### src/rtl/prci_pkg.sv
// rtl/prci_pkg.sv - shared types, constants and register map for the PRCI reset sequencer
// Sequencing timings, state encoding, APB/PnP record types and CAUSE bit positions.
package prci_pkg;

  localparam int LOCK_FILTER     = 8;
  localparam int DBG_HOLD_CYCLES = 4;
  localparam int SYS_HOLD_CYCLES = 16;

  localparam logic [15:0] VENDOR_ID = 16'h00F1;
  localparam logic [15:0] DEVICE_ID = 16'h0A21;

  typedef enum logic [2:0] {
    WAIT_LOCK = 3'd0,
    DBG_REL   = 3'd1,
    DDR_REL   = 3'd2,
    WAIT_CAL  = 3'd3,
    SYS_HOLD  = 3'd4,
    RUN       = 3'd5
  } state_t;

  // Word offsets, decoded from paddr[4:2]
  localparam logic [2:0] REG_STATUS = 3'd0;
  localparam logic [2:0] REG_SWRST  = 3'd1;
  localparam logic [2:0] REG_CAUSE  = 3'd2;

  localparam int CAUSE_POR     = 0;
  localparam int CAUSE_DMRESET = 1;
  localparam int CAUSE_SW      = 2;
  localparam int CAUSE_LOCK    = 3;

  typedef struct packed {
    logic [31:0] addr_start;
    logic [31:0] addr_mask;
  } mapinfo_type;

  typedef struct packed {
    logic [7:0]  descrsize;
    logic [1:0]  descrtype;
    logic [31:0] addr_start;
    logic [31:0] addr_end;
    logic [15:0] vid;
    logic [15:0] did;
  } dev_config_type;

  typedef struct packed {
    logic        psel;
    logic        penable;
    logic        pwrite;
    logic [31:0] paddr;
    logic [31:0] pwdata;
  } apb_in_type;

  typedef struct packed {
    logic        pready;
    logic [31:0] prdata;
    logic        pslverr;
  } apb_out_type;

endpackage

### src/rtl/prci_rst_seq_if.sv
// rtl/prci_rst_seq_if.sv - APB slot bundle between the PRCI bus and the reset sequencer
interface prci_rst_seq_if;
  import prci_pkg::*;

  apb_in_type  apbi;
  apb_out_type apbo;

  modport master (output apbi, input apbo);
  modport slave  (input apbi, output apbo);
endinterface

### src/rtl/prci_lock_filter.sv
// rtl/prci_lock_filter.sv - PLL lock synchroniser and debounce filter
// lock_ok rises after LOCK_FILTER consecutive high synced samples, drops on the first low one.
module prci_lock_filter
  import prci_pkg::*;
(
  input  logic clk,
  input  logic nrst,
  input  logic pll_locked,
  output logic lock_ok
);

  localparam int CW = $clog2(LOCK_FILTER);

  logic [1:0]    sync_q;
  logic [CW-1:0] cnt;

  always_ff @(posedge clk or negedge nrst) begin
    if (!nrst) begin
      sync_q  <= 2'b00;
      cnt     <= '0;
      lock_ok <= 1'b0;
    end else begin
      sync_q <= {sync_q[0], pll_locked};
      if (!sync_q[1]) begin
        cnt     <= '0;
        lock_ok <= 1'b0;
      end else if (!lock_ok) begin
        if (cnt == CW'(LOCK_FILTER - 1)) begin
          lock_ok <= 1'b1;
        end else begin
          cnt <= cnt + 1'b1;
        end
      end
    end
  end

endmodule

### src/rtl/prci_rst_seq.sv
// rtl/prci_rst_seq.sv - SoC reset sequencer (debug, DDR, system) with PRCI APB register bank
// Registers are cleared only by i_nrst so they survive every sequenced reset.
module prci_rst_seq
  import prci_pkg::*;
(
  input  logic           i_clk,
  input  logic           i_nrst,
  input  mapinfo_type    i_mapinfo,
  output dev_config_type o_cfg,
  prci_rst_seq_if.slave  apb,
  input  logic           i_pll_locked,
  input  logic           i_ddr_calib,
  input  logic           i_dmreset,
  output logic           o_dbg_nrst,
  output logic           o_ddr_nrst,
  output logic           o_sys_nrst
);

  logic        lock_ok;
  state_t      state, state_n;
  logic [4:0]  cnt, cnt_n;
  logic        dbg_n, ddr_n, sys_n;
  logic [3:0]  cause, cause_n, cause_set, cause_clr;
  logic        pready_q, pready_n;
  logic [31:0] prdata_q, prdata_n, rdata;
  logic        access, sw_req;
  logic [2:0]  reg_sel;

  prci_lock_filter u_lock_filter (
    .clk        (i_clk),
    .nrst       (i_nrst),
    .pll_locked (i_pll_locked),
    .lock_ok    (lock_ok)
  );

  assign o_cfg = '{
    descrsize:  8'd16,
    descrtype:  2'b10,
    addr_start: i_mapinfo.addr_start,
    addr_end:   i_mapinfo.addr_start | ~i_mapinfo.addr_mask,
    vid:        VENDOR_ID,
    did:        DEVICE_ID
  };

  assign apb.apbo = '{pready: pready_q, prdata: prdata_q, pslverr: 1'b0};

  always_comb begin
    state_n   = state;
    cnt_n     = cnt;
    dbg_n     = o_dbg_nrst;
    ddr_n     = o_ddr_nrst;
    sys_n     = o_sys_nrst;
    cause_set = '0;
    cause_clr = '0;
    rdata     = '0;
    reg_sel   = apb.apbi.paddr[4:2];

    // The completing cycle has pready high; masking it keeps one access per transfer.
    access = apb.apbi.psel & apb.apbi.penable & ~pready_q;
    sw_req = access & apb.apbi.pwrite & (reg_sel == REG_SWRST) & apb.apbi.pwdata[0];
    if (access && apb.apbi.pwrite && reg_sel == REG_CAUSE) begin
      cause_clr = apb.apbi.pwdata[3:0];
    end
    if (sw_req) begin
      cause_set[CAUSE_SW] = 1'b1;
    end

    if (!lock_ok && state != WAIT_LOCK) begin
      state_n                = WAIT_LOCK;
      cnt_n                  = '0;
      dbg_n                  = 1'b0;
      ddr_n                  = 1'b0;
      sys_n                  = 1'b0;
      cause_set[CAUSE_LOCK]  = 1'b1;
    end else begin
      case (state)
        WAIT_LOCK: begin
          if (lock_ok) begin
            state_n = DBG_REL;
            cnt_n   = '0;
            dbg_n   = 1'b1;
          end
        end
        DBG_REL: begin
          if (cnt == 5'(DBG_HOLD_CYCLES - 1)) begin
            state_n = DDR_REL;
            cnt_n   = '0;
            ddr_n   = 1'b1;
          end else begin
            cnt_n = cnt + 5'd1;
          end
        end
        DDR_REL: state_n = WAIT_CAL;
        WAIT_CAL: begin
          if (i_ddr_calib) begin
            state_n = SYS_HOLD;
            cnt_n   = '0;
          end
        end
        SYS_HOLD: begin
          // A held ndmreset keeps restarting the hold window
          if (i_dmreset) begin
            cnt_n = '0;
          end else if (cnt == 5'(SYS_HOLD_CYCLES - 1)) begin
            state_n = RUN;
            cnt_n   = '0;
            sys_n   = 1'b1;
          end else begin
            cnt_n = cnt + 5'd1;
          end
        end
        RUN: begin
          if (i_dmreset || sw_req) begin
            state_n = SYS_HOLD;
            cnt_n   = '0;
            sys_n   = 1'b0;
            if (i_dmreset) begin
              cause_set[CAUSE_DMRESET] = 1'b1;
            end
          end
        end
        default: begin
          state_n = WAIT_LOCK;
          cnt_n   = '0;
          dbg_n   = 1'b0;
          ddr_n   = 1'b0;
          sys_n   = 1'b0;
        end
      endcase
    end

    // Hardware set wins over a simultaneous write-one-to-clear
    cause_n = (cause & ~cause_clr) | cause_set;

    case (reg_sel)
      REG_STATUS: begin
        rdata[0]    = lock_ok;
        rdata[1]    = i_ddr_calib;
        rdata[2]    = o_dbg_nrst;
        rdata[3]    = o_ddr_nrst;
        rdata[4]    = o_sys_nrst;
        rdata[10:8] = state;
      end
      REG_CAUSE: rdata[3:0] = cause;
      default:   rdata = '0;
    endcase

    pready_n = access;
    prdata_n = (access && !apb.apbi.pwrite) ? rdata : '0;
  end

  always_ff @(posedge i_clk or negedge i_nrst) begin
    if (!i_nrst) begin
      state      <= WAIT_LOCK;
      cnt        <= '0;
      o_dbg_nrst <= 1'b0;
      o_ddr_nrst <= 1'b0;
      o_sys_nrst <= 1'b0;
      cause      <= 4'b0001;
      pready_q   <= 1'b0;
      prdata_q   <= '0;
    end else begin
      state      <= state_n;
      cnt        <= cnt_n;
      o_dbg_nrst <= dbg_n;
      o_ddr_nrst <= ddr_n;
      o_sys_nrst <= sys_n;
      cause      <= cause_n;
      pready_q   <= pready_n;
      prdata_q   <= prdata_n;
    end
  end

endmodule

### src/flat_wrapper.sv
// flat-port wrapper written by rule: the top's interface ports become plain ports
module prci_rst_seq_flat import prci_pkg::*;
  (i_clk, i_nrst, i_mapinfo, o_cfg, i_pll_locked, i_ddr_calib, i_dmreset, o_dbg_nrst, o_ddr_nrst, o_sys_nrst, apb_apbi, apb_apbo);
  prci_rst_seq_if apb_i ();
  input  logic i_clk;
  input  logic i_nrst;
  input  mapinfo_type i_mapinfo;
  output dev_config_type o_cfg;
  input  logic i_pll_locked;
  input  logic i_ddr_calib;
  input  logic i_dmreset;
  output logic o_dbg_nrst;
  output logic o_ddr_nrst;
  output logic o_sys_nrst;
  input wire logic [$bits(apb_i.apbi)-1:0] apb_apbi;
  output wire logic [$bits(apb_i.apbo)-1:0] apb_apbo;
  assign apb_i.apbi = apb_apbi;
  assign apb_apbo = apb_i.apbo;
  prci_rst_seq u_core (.i_clk(i_clk), .i_nrst(i_nrst), .i_mapinfo(i_mapinfo), .o_cfg(o_cfg), .apb(apb_i), .i_pll_locked(i_pll_locked), .i_ddr_calib(i_ddr_calib), .i_dmreset(i_dmreset), .o_dbg_nrst(o_dbg_nrst), .o_ddr_nrst(o_ddr_nrst), .o_sys_nrst(o_sys_nrst));
endmodule
### config.mk
export PLATFORM = sky130hd
export DESIGN_NAME = prci_rst_seq_flat
export DESIGN_NICKNAME = d
export VERILOG_FILES = /design/src/rtl/prci_pkg.sv /design/src/rtl/prci_rst_seq_if.sv /design/src/rtl/prci_lock_filter.sv /design/src/rtl/prci_rst_seq.sv /design/src/flat_wrapper.sv
export SDC_FILE = /design/constraint.sdc
export NUM_CORES = 1
export LEC_CHECK = 0
export ABC_AREA = 1
export CORE_AREA = 5 5 106 108
export DETAILED_ROUTE_END_ITERATION = 6
export DIE_AREA = 0 0 111 113
export PLACE_DENSITY = 0.74
export SKIP_CTS_REPAIR_TIMING = 1
export SYNTH_ARGS = -nofsm -noshare
export SYNTH_HDL_FRONTEND = slang
export SYNTH_SLANG_ARGS = --single-unit
### constraint.sdc
create_clock -name i_clk -period 1.8 [get_ports i_clk]
set_input_delay 0.36 -clock i_clk [delete_from_list [all_inputs] [get_ports i_clk]]
set_output_delay 0.36 -clock i_clk [all_outputs]
set_load 0.01 [all_outputs]
Word level (Yosys, flattened, before mapping):

Index checks and enable logic that the tools add are counted.

* output and inout bits: 143
* bits in registers: 54
* input port bits: 136

* bitwise operators: 11
* add/subtract/negate cells: 2
* reductions and logical operators: 19
* mux-type cells: 44
* eq/ne operators: 22

Operators by type and width (count)
* 5-bit 2-to-1 mux: 7
* 3-bit 2-to-1 mux: 11
* 32-bit inverter: 1
* 32-bit bitwise OR: 1
* 5-bit case mux with 6 select lines: 1
* 1-bit 2-to-1 mux: 18
* 3-bit case mux with 6 select lines: 1
* 11-bit 2-to-1 mux: 1
* 5-bit OR reduction: 2
* 3-bit by 2-bit == test with 1-bit output, second input constant: 3
* 3-bit == test, second input constant: 3
* 3-bit by 1-bit != test with 1-bit output, second input constant: 3
* 3-bit by 2-bit != test with 1-bit output, second input constant: 3
* 2-bit by 1-bit != test with 1-bit output, second input constant: 4
* 4-bit case mux with 2 select lines: 1
* 4-bit AND reduction: 2
* 3-bit by 1-bit == test with 1-bit output, second input constant: 2
* 3-bit logical NOT: 2
* 2-bit AND reduction: 3
* 6-bit AND reduction: 1
* 5-bit by 1-bit adder with 5-bit output, second input constant: 1
* 1-bit bitwise AND: 5
* 5-bit by 2-bit == test with 1-bit output, second input constant: 1
* 5-bit by 4-bit == test with 1-bit output, second input constant: 1
* other kinds (14): 20

Depth between registers and ports, before layout:

Gate-level depths: netlist of the first run.

* word-level depth: 10
* depth in mapped cells: 11

Modules after synthesis:

From an unflattened synthesis of the first run, not the netlist that was laid out.

* cells, all modules: 362
* area total of the unflattened synthesis: 2567.5 sq um

By module, submodules not included
* prci_rst_seq: instances 1, sequential area each 601.8 sq um, cells an instance 340, area an instance 2333.5 sq um
* prci_lock_filter: instances 1, sequential area each 150.1 sq um, cells an instance 22, area an instance 234.0 sq um

Worst setup path before layout of the first run:

No wires, ideal clock.

* path type: flip-flop to flip-flop
* from: register u_core.cnt[0]
* to: register u_core.cnt[1]
* path buffers: 0
* required time: 1.734 ns
* slack: 0.299 ns
* data arrival time: 1.435 ns
* stages on the path, launching flop included: 8
* cells stage by stage: dfrtp_1 -> ha_1 -> nand3_1 -> inv_1 -> ha_1 -> o31ai_2 -> nand3_1 -> nand2_1

* word-level cells in the longest chain between the ends: 5

Ends and longest elaborated chain
* start, declared: line prci_rst_seq.sv:21 `logic [4:0] cnt, cnt_n;`
* start signal, assigned: line prci_rst_seq.sv:164 `cnt <= cnt_n;`
* 5-bit by 1-bit adder with 5-bit output / 5-bit by 4-bit == test with 1-bit output (equally long branches): line prci_rst_seq.sv:90, prci_rst_seq.sv:109, prci_rst_seq.sv:104
* 5-bit 2-to-1 mux: line prci_rst_seq.sv:104 `end else if (cnt == 5'(SYS_HOLD_CYCLES - 1)) begin`
* 5-bit 2-to-1 mux: line prci_rst_seq.sv:102 `if (i_dmreset) begin`
* 5-bit case mux with 6 select lines (*): line prci_rst_seq.sv:76 `case (state)`
* 5-bit 2-to-1 mux (*): line prci_rst_seq.sv:68 `if (!lock_ok && state != WAIT_LOCK) begin`

Mark *: on every way between the ends. The rest lies on a longest branch, timed or not.
A chain may end at the register's enable or synchronous reset.

Worst setup path after layout of the first run:

* from: input i_mapinfo[41] (netlist name)
* to: output o_cfg[73] (netlist name)

RTL lines
* start, declared: line flat_wrapper.sv:7 `input mapinfo_type i_mapinfo;`
* end, declared: line flat_wrapper.sv:8 `output dev_config_type o_cfg;`

No word-level cell between the ends.

==> run metrics, run 1 <==
core footprint=10100 µm²; Fin Hold WS=0.348 ns; DRC errors left=0; Port-buffer cells=154; share of power burned in the clock network=29.5%; post-detailed-placement half-perimeter wirelength=6010 µm; antenna viol nets, final=0; final cell count without fillers=614; number of violations reported at the end of detailed-routing iteration 0=100; Placed Cells incl. Taps=606; overall overflow remaining after global route=0; net load switching power=0.779 mW; clock-pin transition on the worst setup and hold timing paths=0.06 ns; final design area excluding fillers=3990 µm²; average wire length per cell after detail routing=11.7 µm; count of endpoints failing hold in the final timing report=0; number of ports placed on the die boundary=279; endpoint type of the worst setup path=output pin; Max Fanout on Critical Path=2; root buffer selected by CTS=sky130_fd_sc_hd__clkbuf_8; critical path cell sequence=clkdlybuf4s50_1 > clkdlybuf4s50_1; Post-Syn Instances=349; final count of negative-setup-slack endpoints=0; initial antenna violation count=0; die span in y=113 µm; worst vdd rail ir drop=0.302 mV; total placed instance area=3780 µm²; number of distinct standard cells referenced by the synthesized netlist=32; switching part of the total=32.8%; share of the clock period used by the worst path after layout=99.7%; CTS tree=yes; Clock Sink Count=30; setup slack at placement=-0.111 ns; cell repeated most along the worst path=sky130_fd_sc_hd__clkdlybuf4s50_1; buffer depth of the longest clock path=2; number of antenna diodes=0; Max Clock Skew=0.0103 ns; wire length reported by the detailed router=7210 µm; area grow syn2layout=55.7%; die span in x=111 µm; final critical path time including I/O delays and setup=1.79 ns; Detailed Routing Iterations Pass 1=4; wire length of the first global-routing pass=10800 µm; Util after Layout=39.3%; maximum number of pins on one net before global-route repair=31; number of buffers added by the clock tree synthesis step=5; count of max-cap constraint violations=0; Worst path slowest cell=sky130_fd_sc_hd__clkdlybuf4s50_1; type of the worst min-delay path=flop to flop; GRT Total Usage=10.5%; share of total power in sequential cells=33.2%; sequential-to-total area share from yosys stat=29.3%; fraction of final layout cells sized beyond drive strength 1=7.32%; Startpoint Class=input pin; number of filler cells placed in the layout=985; category of the most critical setup path=input pin to output pin; Data required, critical path=1.44 ns; slack of the critical path=0.00561 ns; proportion of power drawn by combinational gates=37.2%; cell family with most CP delay=buffers and inverters; aggregate negative setup slack=0 ns; Yosys warning total=0; peak per-stage delay on the critical path=0.56 ns; FP Rows=37; maximum level of the CTS H-tree=2; post-layout net count=618; highest clock rate=557 MHz; final total power=2.38 mW; unrepaired setup endpoints after global routing=false; Post-Syn Area per Cell=7.34 µm²; Post-Synthesis Cell Area=2560 µm²; area enclosed by the die boundary=12500 µm²; Vias=2329; power density over cell area=596 nW/µm²; internal power summed over all cells=1.60 mW; worst skew pair latency=0.29 ns; final weighted congestion of routability-driven global placement=0.871; starting density of the core=25.3%; via count of the first global-routing pass=2254; flop-to-flop setup slack=0.19 ns; register bit total from synthesis=30; Max Transition Viols Final=0; crit path buf inv count=2; number of vias per cell after detailed routing=3.79; signal arrival time at the worst endpoint=1.43 ns; outcome=finished, final reports clean; leakage power figure=2.06 nW
synth_stat cells (all sizes together):
cell type	number	share of area, %
nor2	20	4.3
inv	53	7.9
a21oi	8	1.7
nand3	21	4.6
buf	102	30
o211a	1	0.39
nand3b	1	0.29
conb	2	0.29
o31ai	1	0.49
dfstp	1	1.0
nand2	86	13
o22ai	1	0.24
nor3	6	1.6
xor2	1	0.34
a31oi	1	0.24
nand4	5	1.2
xnor2	2	0.68
a211oi	1	0.29
ha	5	2.4
o21ai	2	0.39
dfrtp	29	28
power by group through the flow:
stage                     registers (mW)  clock network, mW  logic, mW
after floorplan                    0.790                  0      0.606
after global placement             0.798                  0      0.857
after detailed placement           0.801                  0      0.879
after CTS                          0.789              0.720      0.886
after global routing               0.801              0.746      0.976
final                              0.790              0.703      0.886
final cells by class:
class,instances,area [µm²],area share [%]
Multi-Input combinational cell,229,1100,27.5
Clock buffer,7,86.3,2.16
Sequential cell,30,752,18.9
Clock inverter,1,30.0,0.753
Inverter,53,201,5.05
Tap cell,136,170,4.27
Timing Repair Buffer,158,1650,41.4
path summary, 6_finish.rpt:
check / from / endpoint / cells past startpoint
max: i_mapinfo[41] / o_cfg[73] / 2
min: u_core.u_lock_filter.sync_q[0] / u_core.u_lock_filter.sync_q[1] / 0
max reg2reg: u_core.cnt[0] / u_core.cnt[1] / 7
min reg2reg: u_core.u_lock_filter.sync_q[0] / u_core.u_lock_filter.sync_q[1] / 0
max in group asynchronous: i_nrst / u_core.cause[0] / 2
min in group asynchronous: i_nrst / u_core.o_ddr_nrst / 2
kinds of logic after synthesis:
| kind of cell | share of synthesized area (%) |
|---|---|
| buffers and inverters | 37.8 |
| and+or+nand+nor | 25.3 |
| DFF | 29.3 |
| AOI/OAI and AO/OA | 3.76 |
| adders and majority gates | 2.44 |
| xor gates and xnor gates | 1.03 |
| other | 0.293 |
placed cells by master (no fill, tap or decap), types with 5 or more instances in the layout:
cell | netlist | routed
sky130_fd_sc_hd__nand2_2 | 5 | 5
sky130_fd_sc_hd__nand4_1 | 5 | 5
sky130_fd_sc_hd__dlymetal6s2s_1 | 0 | 32
sky130_fd_sc_hd__conb_1 | 2 | 67
sky130_fd_sc_hd__nand2_1 | 80 | 80
sky130_fd_sc_hd__clkbuf_8 | 0 | 6
sky130_fd_sc_hd__a21oi_1 | 7 | 7
sky130_fd_sc_hd__dfrtp_1 | 29 | 29
sky130_fd_sc_hd__nor2_1 | 14 | 14
sky130_fd_sc_hd__nand3_1 | 20 | 20
sky130_fd_sc_hd__clkdlybuf4s50_1 | 0 | 122
sky130_fd_sc_hd__inv_1 | 48 | 48
layer usage:
| layer | wire length [µm] | up-vias | track usage, % |
|---|---|---|---|
| met4 | 24 | 0 | 2.38 |
| met5 | 0 | - | 0 |
| met2 | 3750 | 138 | 19.1 |
| met1 | 2700 | 1040 | 11.3 |
| met3 | 735 | 2 | 4.44 |
| li1 | - | 1149 | - |
flip-flops by register name, indices dropped and copies added (netlist names):
signal / count
u_core.cause: 4
u_core.cnt: 5
u_core.o_dbg_nrst: 1
u_core.o_ddr_nrst: 1
u_core.o_sys_nrst: 1
u_core.prdata_q: 8
u_core.pready_q: 1
u_core.state: 3
u_core.u_lock_filter.cnt: 3
u_core.u_lock_filter.lock_ok: 1
u_core.u_lock_filter.sync_q: 2
Power figures use the tool's default switching activity.
==> run 2: changes to the inputs <==
--- a/config.mk
+++ b/config.mk
@@ -10,6 +10,7 @@
 export DETAILED_ROUTE_END_ITERATION = 6
 export DIE_AREA = 0 0 111 113
 export PLACE_DENSITY = 0.74
+export SETUP_SLACK_MARGIN = 0.3
 export SKIP_CTS_REPAIR_TIMING = 1
 export SYNTH_ARGS = -nofsm -noshare
 export SYNTH_HDL_FRONTEND = slang
==> run metrics, run 2 (same netlist as run 1, synthesis figures left out) <==
cell family with most CP delay=buffers and inverters; GRT Total Usage=10.6%; peak per-stage delay on the critical path=0.48 ns; fraction of final layout cells sized beyond drive strength 1=12.9%; final critical path time including I/O delays and setup=1.48 ns; Most flops, register=u_core.prdata_q; category of the most critical setup path=input pin to output pin; buffer depth of the longest clock path=2; leading registers by flop count=u_core.prdata_q x8, u_core.cnt x5, u_core.cause x4; final total power=2.29 mW; endpoint type of the worst setup path=output pin; critical path cell sequence=clkdlybuf4s50_1 > inv_1 > nand2_1 > dlymetal6s2s_1; number of antenna diodes=0; outcome=finished, final reports clean; wire length of the first global-routing pass=10900 µm; Detailed Routing Iterations Pass 1=4; final count of negative-setup-slack endpoints=0; die span in y=113 µm; worst vdd rail ir drop=0.339 mV; power density over cell area=558 nW/µm²; unrepaired setup endpoints after global routing=true; crit path buf inv count=3; die span in x=111 µm; highest-count cells in the layout ignoring fill and taps=78 x sky130_fd_sc_hd__nand2_1, 77 x sky130_fd_sc_hd__clkdlybuf4s50_1, 67 x sky130_fd_sc_hd__conb_1, 67 x sky130_fd_sc_hd__dlymetal6s2s_1, 46 x sky130_fd_sc_hd__inv_1; maximum level of the CTS H-tree=2; number of vias per cell after detailed routing=3.83; starting density of the core=25.3%; Max Clock Skew=0.00744 ns; number of ports placed on the die boundary=279; antenna viol nets, final=0; wire length reported by the detailed router=7480 µm; Max Transition Viols Final=0; Vias=2362; number of flip-flops in the largest register=8; initial antenna violation count=0; signal arrival time at the worst endpoint=1.12 ns; count of max-cap constraint violations=0; core footprint=10100 µm²; Fin Hold WS=0.355 ns; number of buffers added by the clock tree synthesis step=5; share of the clock period used by the worst path after layout=82.0%; Startpoint Class=input pin; final design area excluding fillers=4100 µm²; type of the worst min-delay path=flop to flop; final weighted congestion of routability-driven global placement=0.822; Port-buffer cells=154; area enclosed by the die boundary=12500 µm²; root buffer selected by CTS=sky130_fd_sc_hd__clkbuf_8; overall overflow remaining after global route=0; commonest non-fill, non-tap cell in the layout=sky130_fd_sc_hd__nand2_1; post-layout net count=621; FP Rows=37; Util after Layout=40.5%; CTS tree=yes; leakage power figure=2.54 nW; count of endpoints failing hold in the final timing report=0; Worst path slowest cell=sky130_fd_sc_hd__clkdlybuf4s50_1; average wire length per cell after detail routing=12.1 µm; maximum number of pins on one net before global-route repair=31; aggregate negative setup slack=0 ns; number of filler cells placed in the layout=987; number of violations reported at the end of detailed-routing iteration 0=86; post-detailed-placement half-perimeter wirelength=5940 µm; worst skew pair latency=0.29 ns; Clock Sink Count=30; total placed instance area=3780 µm²; Max Fanout on Critical Path=2; DRC errors left=0; Data required, critical path=1.44 ns; highest clock rate=677 MHz; via count of the first global-routing pass=2232; clock-pin transition on the worst setup and hold timing paths=0.07 ns; area grow syn2layout=60.2%
-- run 2: cell types whose count changed in the layout (fill, tap and decap cells not counted), sizes merged --
cell,delta
buf,+3
bufinv,-1
clkinvlp,+1
dlymetal6s2s,+35
clkinv,+1
clkdlybuf4s50,-45
clkbuf,+9
-- run 2: final timing paths --
kind	startpoint	cells after the start	slack, ns	endpoint
max in group asynchronous	i_nrst	2	1.00	u_core.cause[0]
min reg2reg	u_core.u_lock_filter.sync_q[0]	0	0.35	u_core.u_lock_filter.sync_q[1]
min in group asynchronous	i_nrst	2	0.47	u_core.u_lock_filter.cnt[1]
max reg2reg	u_core.cnt[1]	11	0.34	u_core.state[0]
max	i_mapinfo[44]	4	0.32	o_cfg[44]
min	u_core.u_lock_filter.sync_q[0]	0	0.35	u_core.u_lock_filter.sync_q[1]
-- run 2: area by class of cell --
type | instances | area (µm²) | share of cell area [%]
Timing Repair Buffer | 161 | 1710 | 41.7
Multi-Input combinational cell | 229 | 1170 | 28.5
Sequential cell | 30 | 754 | 18.4
Inverter | 53 | 204 | 4.97
Tap cell | 136 | 170 | 4.15
Clock buffer | 6 | 82.6 | 2.01
Clock inverter | 2 | 12.5 | 0.305
-- run 2: per-stage QoR --
step,setup WS [ns],cells
after floorplan,0.311,414
after global placement,-0.0533,605
after detailed placement,-0.0728,605
after CTS,-0.0766,613
after global routing,0.250,617
final,0.324,617
-- run 2: metal layers --
metal / vias up / routed length [µm] / track usage (%)
li1: 1160 / - / -
met1: 1069 / 2830 / 11.6
met2: 128 / 3840 / 18.6
met3: 5 / 737 / 4.44
met4: 0 / 80 / 3.28
met5: - / 0 / 0
-- run 2: report_power, final --
group,internal [mW],leakage [nW],switching (mW),total (mW)
combinational,0.428,2.09,0.488,0.916
sequential,0.732,0.396,0.0708,0.803
clock,0.307,0.0472,0.264,0.571
total,1.47,2.54,0.822,2.29
-- run 2: worst reg2reg max path, delay by kind of cell (launching register included) --
family                     cells  cell delay [ns]
adders and majority gates      2             0.33
DFF                            1             0.42
buffers and inverters          2             0.15
and+or+nand+nor                7             0.45
